## src/rtl/mux_adc_sequencer.sv

```systemverilog
// mux_adc_sequencer
// Steps an analog mux through NUM_CH channels, lets each channel settle, runs one
// serial conversion on the ADC (leading zeros, then data bits MSB first), and
// presents each result with its channel index and a one-cycle valid strobe.
// Every output comes straight from a register; no input reaches an output
// combinationally.

module mux_adc_sequencer #(
  parameter int NUM_CH     = 96,  // channels per frame
  parameter int SETTLE_CYC = 16,  // clocks from a mux change to chip-select falling
  parameter int SCLK_DIV   = 4,   // clocks per SCLK half-period
  parameter int LEAD_ZEROS = 2,   // leading bits per ADC frame, discarded
  parameter int ADC_BITS   = 14,  // data bits per conversion
  parameter int QUIET_CYC  = 8    // clocks with chip-select high after a conversion
) (
  input  logic                clk,
  input  logic                rst,         // asynchronous, active low
  input  logic                enable,
  output logic [6:0]          mux_sel,
  output logic                adc_cs_n,
  output logic                adc_sclk,
  input  logic                adc_sdo,
  output logic [ADC_BITS-1:0] data,
  output logic [6:0]          data_ch,
  output logic                data_valid,
  output logic                frame_done,
  output logic                busy
);

  localparam int FRAME_BITS = LEAD_ZEROS + ADC_BITS;
  localparam int BIT_W      = $clog2(FRAME_BITS + 1);
  localparam int DIV_W      = $clog2(SCLK_DIV + 1);
  localparam int WAIT_MAX   = (SETTLE_CYC > QUIET_CYC) ? SETTLE_CYC : QUIET_CYC;
  localparam int WAIT_W     = $clog2(WAIT_MAX + 1);

  localparam logic [6:0]        CH_LAST     = 7'(NUM_CH - 1);
  localparam logic [WAIT_W-1:0] SETTLE_LAST = WAIT_W'(SETTLE_CYC - 1);
  localparam logic [WAIT_W-1:0] QUIET_LAST  = WAIT_W'(QUIET_CYC - 1);
  localparam logic [DIV_W-1:0]  DIV_LAST    = DIV_W'(SCLK_DIV - 1);
  localparam logic [BIT_W-1:0]  BIT_LAST    = BIT_W'(FRAME_BITS - 1);

  typedef enum logic [1:0] {
    ST_IDLE,
    ST_SETTLE,
    ST_CONVERT,
    ST_QUIET
  } state_t;

  state_t              state, state_nxt;
  logic [WAIT_W-1:0]   wait_cnt, wait_cnt_nxt;    // settle / quiet clock counter
  logic [DIV_W-1:0]    div_cnt, div_cnt_nxt;      // clocks within an SCLK half-period
  logic [BIT_W-1:0]    bit_cnt, bit_cnt_nxt;      // SCLK periods completed in this frame
  logic [ADC_BITS-1:0] shift_reg, shift_reg_nxt;  // serial input; leading zeros fall off the top

  logic [6:0]          mux_sel_nxt;
  logic                adc_cs_n_nxt;
  logic                adc_sclk_nxt;
  logic [ADC_BITS-1:0] data_nxt;
  logic [6:0]          data_ch_nxt;
  logic                data_valid_nxt;
  logic                frame_done_nxt;
  logic                busy_nxt;

  // Next-state and next-output logic for the whole sequencer.
  always_comb begin
    // NOTE: every variable gets a default before the case so no path leaves it
    // unassigned; a missing default here would infer a latch.
    state_nxt      = state;
    wait_cnt_nxt   = wait_cnt;
    div_cnt_nxt    = div_cnt;
    bit_cnt_nxt    = bit_cnt;
    shift_reg_nxt  = shift_reg;
    mux_sel_nxt    = mux_sel;
    adc_cs_n_nxt   = adc_cs_n;
    adc_sclk_nxt   = adc_sclk;
    data_nxt       = data;
    data_ch_nxt    = data_ch;
    data_valid_nxt = 1'b0;
    frame_done_nxt = 1'b0;

    case (state)
      ST_IDLE: begin
        adc_cs_n_nxt = 1'b1;
        adc_sclk_nxt = 1'b1;
        if (enable) begin
          state_nxt    = ST_SETTLE;
          wait_cnt_nxt = '0;
        end
      end

      ST_SETTLE: begin
        adc_cs_n_nxt = 1'b1;
        adc_sclk_nxt = 1'b1;
        if (wait_cnt == SETTLE_LAST) begin
          // Mux has settled: open the conversion with SCLK low.
          state_nxt    = ST_CONVERT;
          wait_cnt_nxt = '0;
          adc_cs_n_nxt = 1'b0;
          adc_sclk_nxt = 1'b0;
          div_cnt_nxt  = '0;
          bit_cnt_nxt  = '0;
        end else begin
          wait_cnt_nxt = wait_cnt + 1'b1;
        end
      end

      ST_CONVERT: begin
        if (div_cnt == DIV_LAST) begin
          div_cnt_nxt = '0;
          if (!adc_sclk) begin
            // This edge drives SCLK high: the ADC's bit is stable, take it.
            adc_sclk_nxt  = 1'b1;
            shift_reg_nxt = {shift_reg[ADC_BITS-2:0], adc_sdo};
          end else if (bit_cnt == BIT_LAST) begin
            // Last high half-period done: publish and move the mux on now so
            // the quiet time also counts toward settling of the next channel.
            state_nxt      = ST_QUIET;
            wait_cnt_nxt   = '0;
            adc_cs_n_nxt   = 1'b1;
            adc_sclk_nxt   = 1'b1;
            data_nxt       = shift_reg;
            data_ch_nxt    = mux_sel;
            data_valid_nxt = 1'b1;
            frame_done_nxt = (mux_sel == CH_LAST);
            mux_sel_nxt    = (mux_sel == CH_LAST) ? 7'd0 : mux_sel + 7'd1;
          end else begin
            bit_cnt_nxt  = bit_cnt + 1'b1;
            adc_sclk_nxt = 1'b0;
          end
        end else begin
          div_cnt_nxt = div_cnt + 1'b1;
        end
      end

      ST_QUIET: begin
        adc_cs_n_nxt = 1'b1;
        adc_sclk_nxt = 1'b1;
        if (wait_cnt == QUIET_LAST) begin
          wait_cnt_nxt = '0;
          state_nxt    = enable ? ST_SETTLE : ST_IDLE;
        end else begin
          wait_cnt_nxt = wait_cnt + 1'b1;
        end
      end

      default: begin
        state_nxt = ST_IDLE;
      end
    endcase

    busy_nxt = (state_nxt != ST_IDLE);
  end

  // State and output registers; reset aborts any conversion in flight.
  always_ff @(posedge clk or negedge rst) begin
    if (!rst) begin
      state      <= ST_IDLE;
      wait_cnt   <= '0;
      div_cnt    <= '0;
      bit_cnt    <= '0;
      shift_reg  <= '0;
      mux_sel    <= '0;
      adc_cs_n   <= 1'b1;
      adc_sclk   <= 1'b1;
      data       <= '0;
      data_ch    <= '0;
      data_valid <= 1'b0;
      frame_done <= 1'b0;
      busy       <= 1'b0;
    end else begin
      // NOTE: non-blocking assignments so every register samples the values
      // from before this edge, independent of statement order.
      state      <= state_nxt;
      wait_cnt   <= wait_cnt_nxt;
      div_cnt    <= div_cnt_nxt;
      bit_cnt    <= bit_cnt_nxt;
      shift_reg  <= shift_reg_nxt;
      mux_sel    <= mux_sel_nxt;
      adc_cs_n   <= adc_cs_n_nxt;
      adc_sclk   <= adc_sclk_nxt;
      data       <= data_nxt;
      data_ch    <= data_ch_nxt;
      data_valid <= data_valid_nxt;
      frame_done <= frame_done_nxt;
      busy       <= busy_nxt;
    end
  end

endmodule

```

## config.mk

```make
export PLATFORM = sky130hd
export DESIGN_NAME = mux_adc_sequencer
export DESIGN_NICKNAME = d
export VERILOG_FILES = /design/src/rtl/mux_adc_sequencer.sv
export SDC_FILE = /design/constraint.sdc
export NUM_CORES = 1
export LEC_CHECK = 0
export BUFFER_PORTS_ARGS = -buffer_cell sky130_fd_sc_hd__buf_4
export CELL_PAD_IN_SITES_DETAIL_PLACEMENT = 1
export CELL_PAD_IN_SITES_GLOBAL_PLACEMENT = 1
export CORE_MARGIN = 4
export CORE_UTILIZATION = 30
export DETAILED_ROUTE_END_ITERATION = 10
export GPL_TIMING_DRIVEN = 0
export PLACE_DENSITY_LB_ADDON = 0.1
export REMOVE_ABC_BUFFERS = 1
export SYNTH_ARGS = -nofsm -noshare
export SYNTH_HDL_FRONTEND = slang
export SYNTH_SLANG_ARGS = --single-unit
export TNS_END_PERCENT = 100
```

## constraint.sdc

```tcl
create_clock -name clk -period 1.83 [get_ports clk]
set_input_delay 0.0915 -clock clk [delete_from_list [all_inputs] [get_ports clk]]
set_output_delay 0.0915 -clock clk [all_outputs]
set_load 0.05 [all_outputs]
```

Yosys cells after proc, flatten, opt, wreduce, memory -nomap -nowiden
Index checks and enable logic that the tools add are counted.

storage, ports and cells
  memory bits (read-only) = 0
  bits in writable memories = 0
  output and inout port bits = 33
  latch bits = 0
  flip-flop bits (word level) = 62
  input port bits = 4
  word-level logic and storage cells = 82
  memories = 0

cells by class
  reduce and logical (&&, ||, !) cells = 10
  magnitude comparators = 0
  divide/modulo/power cells = 0
  shift operators = 0
  equality and inequality tests = 14
  multiplexer cells = 40
  $mul = 0
  $add $sub $neg = 4
  bitwise logic cells = 1

operator list
  kind                 count
  $mux 5               10
  $pmux 5 s4           1
  $mux 1               15
  $mux 2               6
  $ne 2x2->1 const B   6
  $add 5x1->5 const B  2
  $eq 5x4->1 const B   2
  $pmux 5 s2           1
  $pmux 2 s4           1
  $reduce_and 4->1     2
  $add 7x1->7 const B  1
  $eq 7x7->1 const B   1
  $mux 7               1
  $mux 3               2
  $pmux 1 s3           2
  $pmux 3 s2           1
  $reduce_and 3->1     2
  $eq 5x3->1 const B   1
  $reduce_and 5->1     1
  $eq 2x2->1 const B   2
  $reduce_bool 2->1    2
  $add 3x1->3 const B  1
  $eq 3x2->1 const B   1
  $eq 2x1->1 const B   1
  other kinds (4)      4

Logic depth before layout (Yosys ltp)
  depth in word-level cells = 6
  mapped depth = 9
  gate-level depth less buffers = 8

Worst setup path after synthesis
OpenSTA, ideal clock, no wires.

  path kind = flip-flop to flip-flop
  start point = register bit_cnt[0]
  end point = register mux_sel[5]
  required time = 1.705 ns
  arrival = 1.793 ns
  stages on the path, launching flop included = 8
  slack = -0.088 ns
  library setup time = 0.125 ns
  path buffers = 0
  period minus slack after synthesis = 1.918 ns
  cell sequence = dfrtp_1 > ha_1 > and3_1 > ha_1 > nand4b_1 > or2_1 > nor3_1 > mux2_2

between the ends
  cells in the longest elaborated chain, start to end = 2

ends and longest elaborated chain
  item                        RTL line  text
  start: declaration          52        logic [BIT_W-1:0] bit_cnt, bit_cnt_nxt;
  start signal: assignment    176       bit_cnt <= bit_cnt_nxt;
  $eq 5x4->1                  114       end else if (bit_cnt == BIT_LAST) begin
  $reduce_and 4->1 (no line)  -
  end signal: assignment      178       mux_sel <= mux_sel_nxt;
  end: declaration            19        output logic [6:0] mux_sel,

No other way between the ends.
A chain may end at the register's enable or synchronous reset.

Worst setup path after layout
  start point = register bit_cnt[0]
  end point = register mux_sel[4]

Same word-level chain as after synthesis.

==> results.cfg <==
[place]
dp_hpwl_microns = 4020
port-buffer-count = 36
place_congestion = 0.727
dp_worst_setup_slack_ps = -1630

[yosys]
synth_ff_type = dfrtp_1
synth_common_cells = nand2_1, dfrtp_1, mux2_2
synth_edf_count = 0
yosysWarningCount = 0
synthArstFlopShare_pct = 100
synthTopCellsByArea = dfrtp_1, nand2_1, mux2_2
syn_avg_cell_area_sq_um = 10.4
netlist_area_sq_um = 2790
syn_inst = 268
synth_seq_cells = 62
yosysSeqAreaShare_pct = 55.7
synth.most_common_cell = nand2_1
synth_top_cell_area_share_pct = 53.8
yosysUniqueCellTypes = 43
yosysTopAreaCell = dfrtp_1

[timing]
fmax_mhz = 519
max_slew_margin_pct = 45.5
whs_ps = 213
fin_skew_ps = 10.1
fin_crit_sh_pct = 105
setup_viol = 31
slew_viol_final = 0
rsz0062_at_grt = yes
setup_tns_ps = -1260
setup_ws_ps = -96.6
hold_viol = 0
worst_pin_slew_ps = 818
min_period_ps = 1930

[clock_network]
cts_buffers = 9
cts_max_level = 3
worstSkewPairLatency_ps = 340
clock_sinks = 62
clkTransAtPathRegs_ps = 80
clock_path_buffers = 2
cts_root_buffer = clkbuf_8
cts_tree = built

[floorplanning]
rows = 34
die_area_sq_um = 10900
die_h_microns = 104
die_width_microns = 104
core-area_sq_um = 8890
ios = 37
start_util_pct = 31.4

[grt]
grt_overflow = 0
antenna_found_initial = 0
grt_max_degree = 63
grt_pass1_vias = 2303
grt_pass1_wl_microns = 11600
grt_use_total_pct = 13.3

[critical_path]
crit_type = reg2reg
arrival_ps = 2140
start_kind = flip-flop
crit_fanout = 5
r2r_start = bit_cnt[0]
crit_start = bit_cnt[0]
setup.worst_path.end = mux_sel[4]
r2r.worst_path.cells = 9
worstPathRequired_ps = 2040
r2r_slack_ps = -100
reg2reg_to = mux_sel[4]
end_kind = flip-flop

[worst_hold_path]
hold_class = in2reg
hp-start = enable

[layout]
area_growth_syn_to_layout_pct = 37.9
antenna_cells = 0
regArea_sq_um = 1560
n_fill_cell = 995
fin_nets = 354
drive_gt1_share_pct = 37.9
utilization_pct = 43.3
multi_input_area_sq_um = 1350

[routing]
detail_route.first_pass.iterations = 4
first_iter_violations = 39
via_count = 2189
drc = 0
via_per_inst = 4.85
wl_per_cell_microns = 15.9
ant_nets = 0
wl_microns = 7180

[job]
maxCapViolations = 0

[pwr]
swShare_pct = 21.9
p_comb_share_pct = 1.4
p_seq_share_pct = 50.0
clkPwrFrac_pct = 48.6
p_leak_nw = 1.87
cell_internal_pwr_mw = 2.15
p_per_area_nw_per_um2 = 714
p_sw_mw = 0.601
vdd_drop_max_v = 0.000381

[status]
status = finished, violations left
violations = negative setup slack
## cells by family (layout without fill, tap and decap cells)
family	after synthesis	count (layout)	synth area share, %
buffers and inverters	20	93	2.91
adders and majority gates	12	12	5.38
DFF	62	62	55.7
and+or+nand+nor	117	119	19.1
AOI/OAI and AO/OA	36	36	8.79
muxes	18	18	7.22
xor gates and xnor gates	3	3	0.942
## what timing repair did
action                                 CTS  global route
setup buffers                           21             5
setup endpoints to repair               57            42
hold buffers                             2             0
gates cloned                             2             1
gates resized for setup                 35            19
pin swaps                               13            11
endpoints found under the hold margin   61             0
## power by group through the flow
stage | Sequential (mW) | Clock, mW | Combinational [mW]
global route | 1.37 | 1.44 | 0.0465
global placement | 1.40 | 0 | 0.0382
detailed placement | 1.40 | 0 | 0.0383
finish | 1.37 | 1.33 | 0.0388
CTS | 1.37 | 1.37 | 0.0419
floorplan | 1.40 | 0 | 0.00272
## worst min path at each step
| stage | to | cells past startpoint |
|---|---|---|
| 6_report | state[0] | 4 |
| 2_1_floorplan | bit_cnt[0] | 0 |
| 4_1_cts | state[0] | 4 |
| 3_3_place_gp | wait_cnt[1] | 1 |
| 3_5_place_dp | wait_cnt[0] | 1 |
| 5_1_grt | state[0] | 4 |
## per-stage QoR
stage / cells / power (mW) / area, sq um
floorplan: 260 / 1.40 / 2750
global placement: 404 / 1.44 / 3160
detailed placement: 404 / 1.44 / 3160
CTS: 445 / 2.79 / 3740
global route: 451 / 2.86 / 3850
finish: 451 / 2.75 / 3850
## area by class of cell
cell class | instances | area share (%)
clock inverter | 6 | 2.24
inverter | 12 | 1.37
tap | 108 | 3.51
timing repair buffer | 64 | 13.9
sequential | 62 | 40.4
timing repair inverter | 1 | 0.195
clock buffer | 10 | 3.32
multi-input combinational | 188 | 35.1
## metal layers
layer / part of all wire (%) / up-vias / track usage, %
met5: 0 / - / 0
met4: 1.6 / 0 / 5.41
met3: 3.0 / 10 / 3.04
met2: 47 / 32 / 20.4
met1: 48 / 1089 / 18.1
li1: - / 1058 / -
## layout by cell type, fill, tap and decap left out, types with 3 or more instances in the layout
cell type   count
buf_6           3
nor2b_1         3
a22o_1          3
o21ai_1         5
nand2_2         3
clkbuf_8        9
inv_1           9
xnor2_1         3
mux2_4          3
nand3_1         5
mux2_2         14
and2_1          3
ha_4            4
buf_4          56
nand2_1        72
buf_12          3
a21oi_1         3
ha_1            6
clkinvlp_4      4
nor2_1          9
or2_4           3
nand2b_1        3
dfrtp_1        59
o21ai_0         6
## critical path, cell delays in order (launching register included)
cell and delay, ps:
dfrtp_1 360, ha_2 190, and3_4 180, ha_4 140, nand4b_1 120, or2_4 310
buf_12 140, clkinvlp_4 90, nand4_1 130, xnor2_1 150
Note: power is estimated with default switching activity, not from simulation.
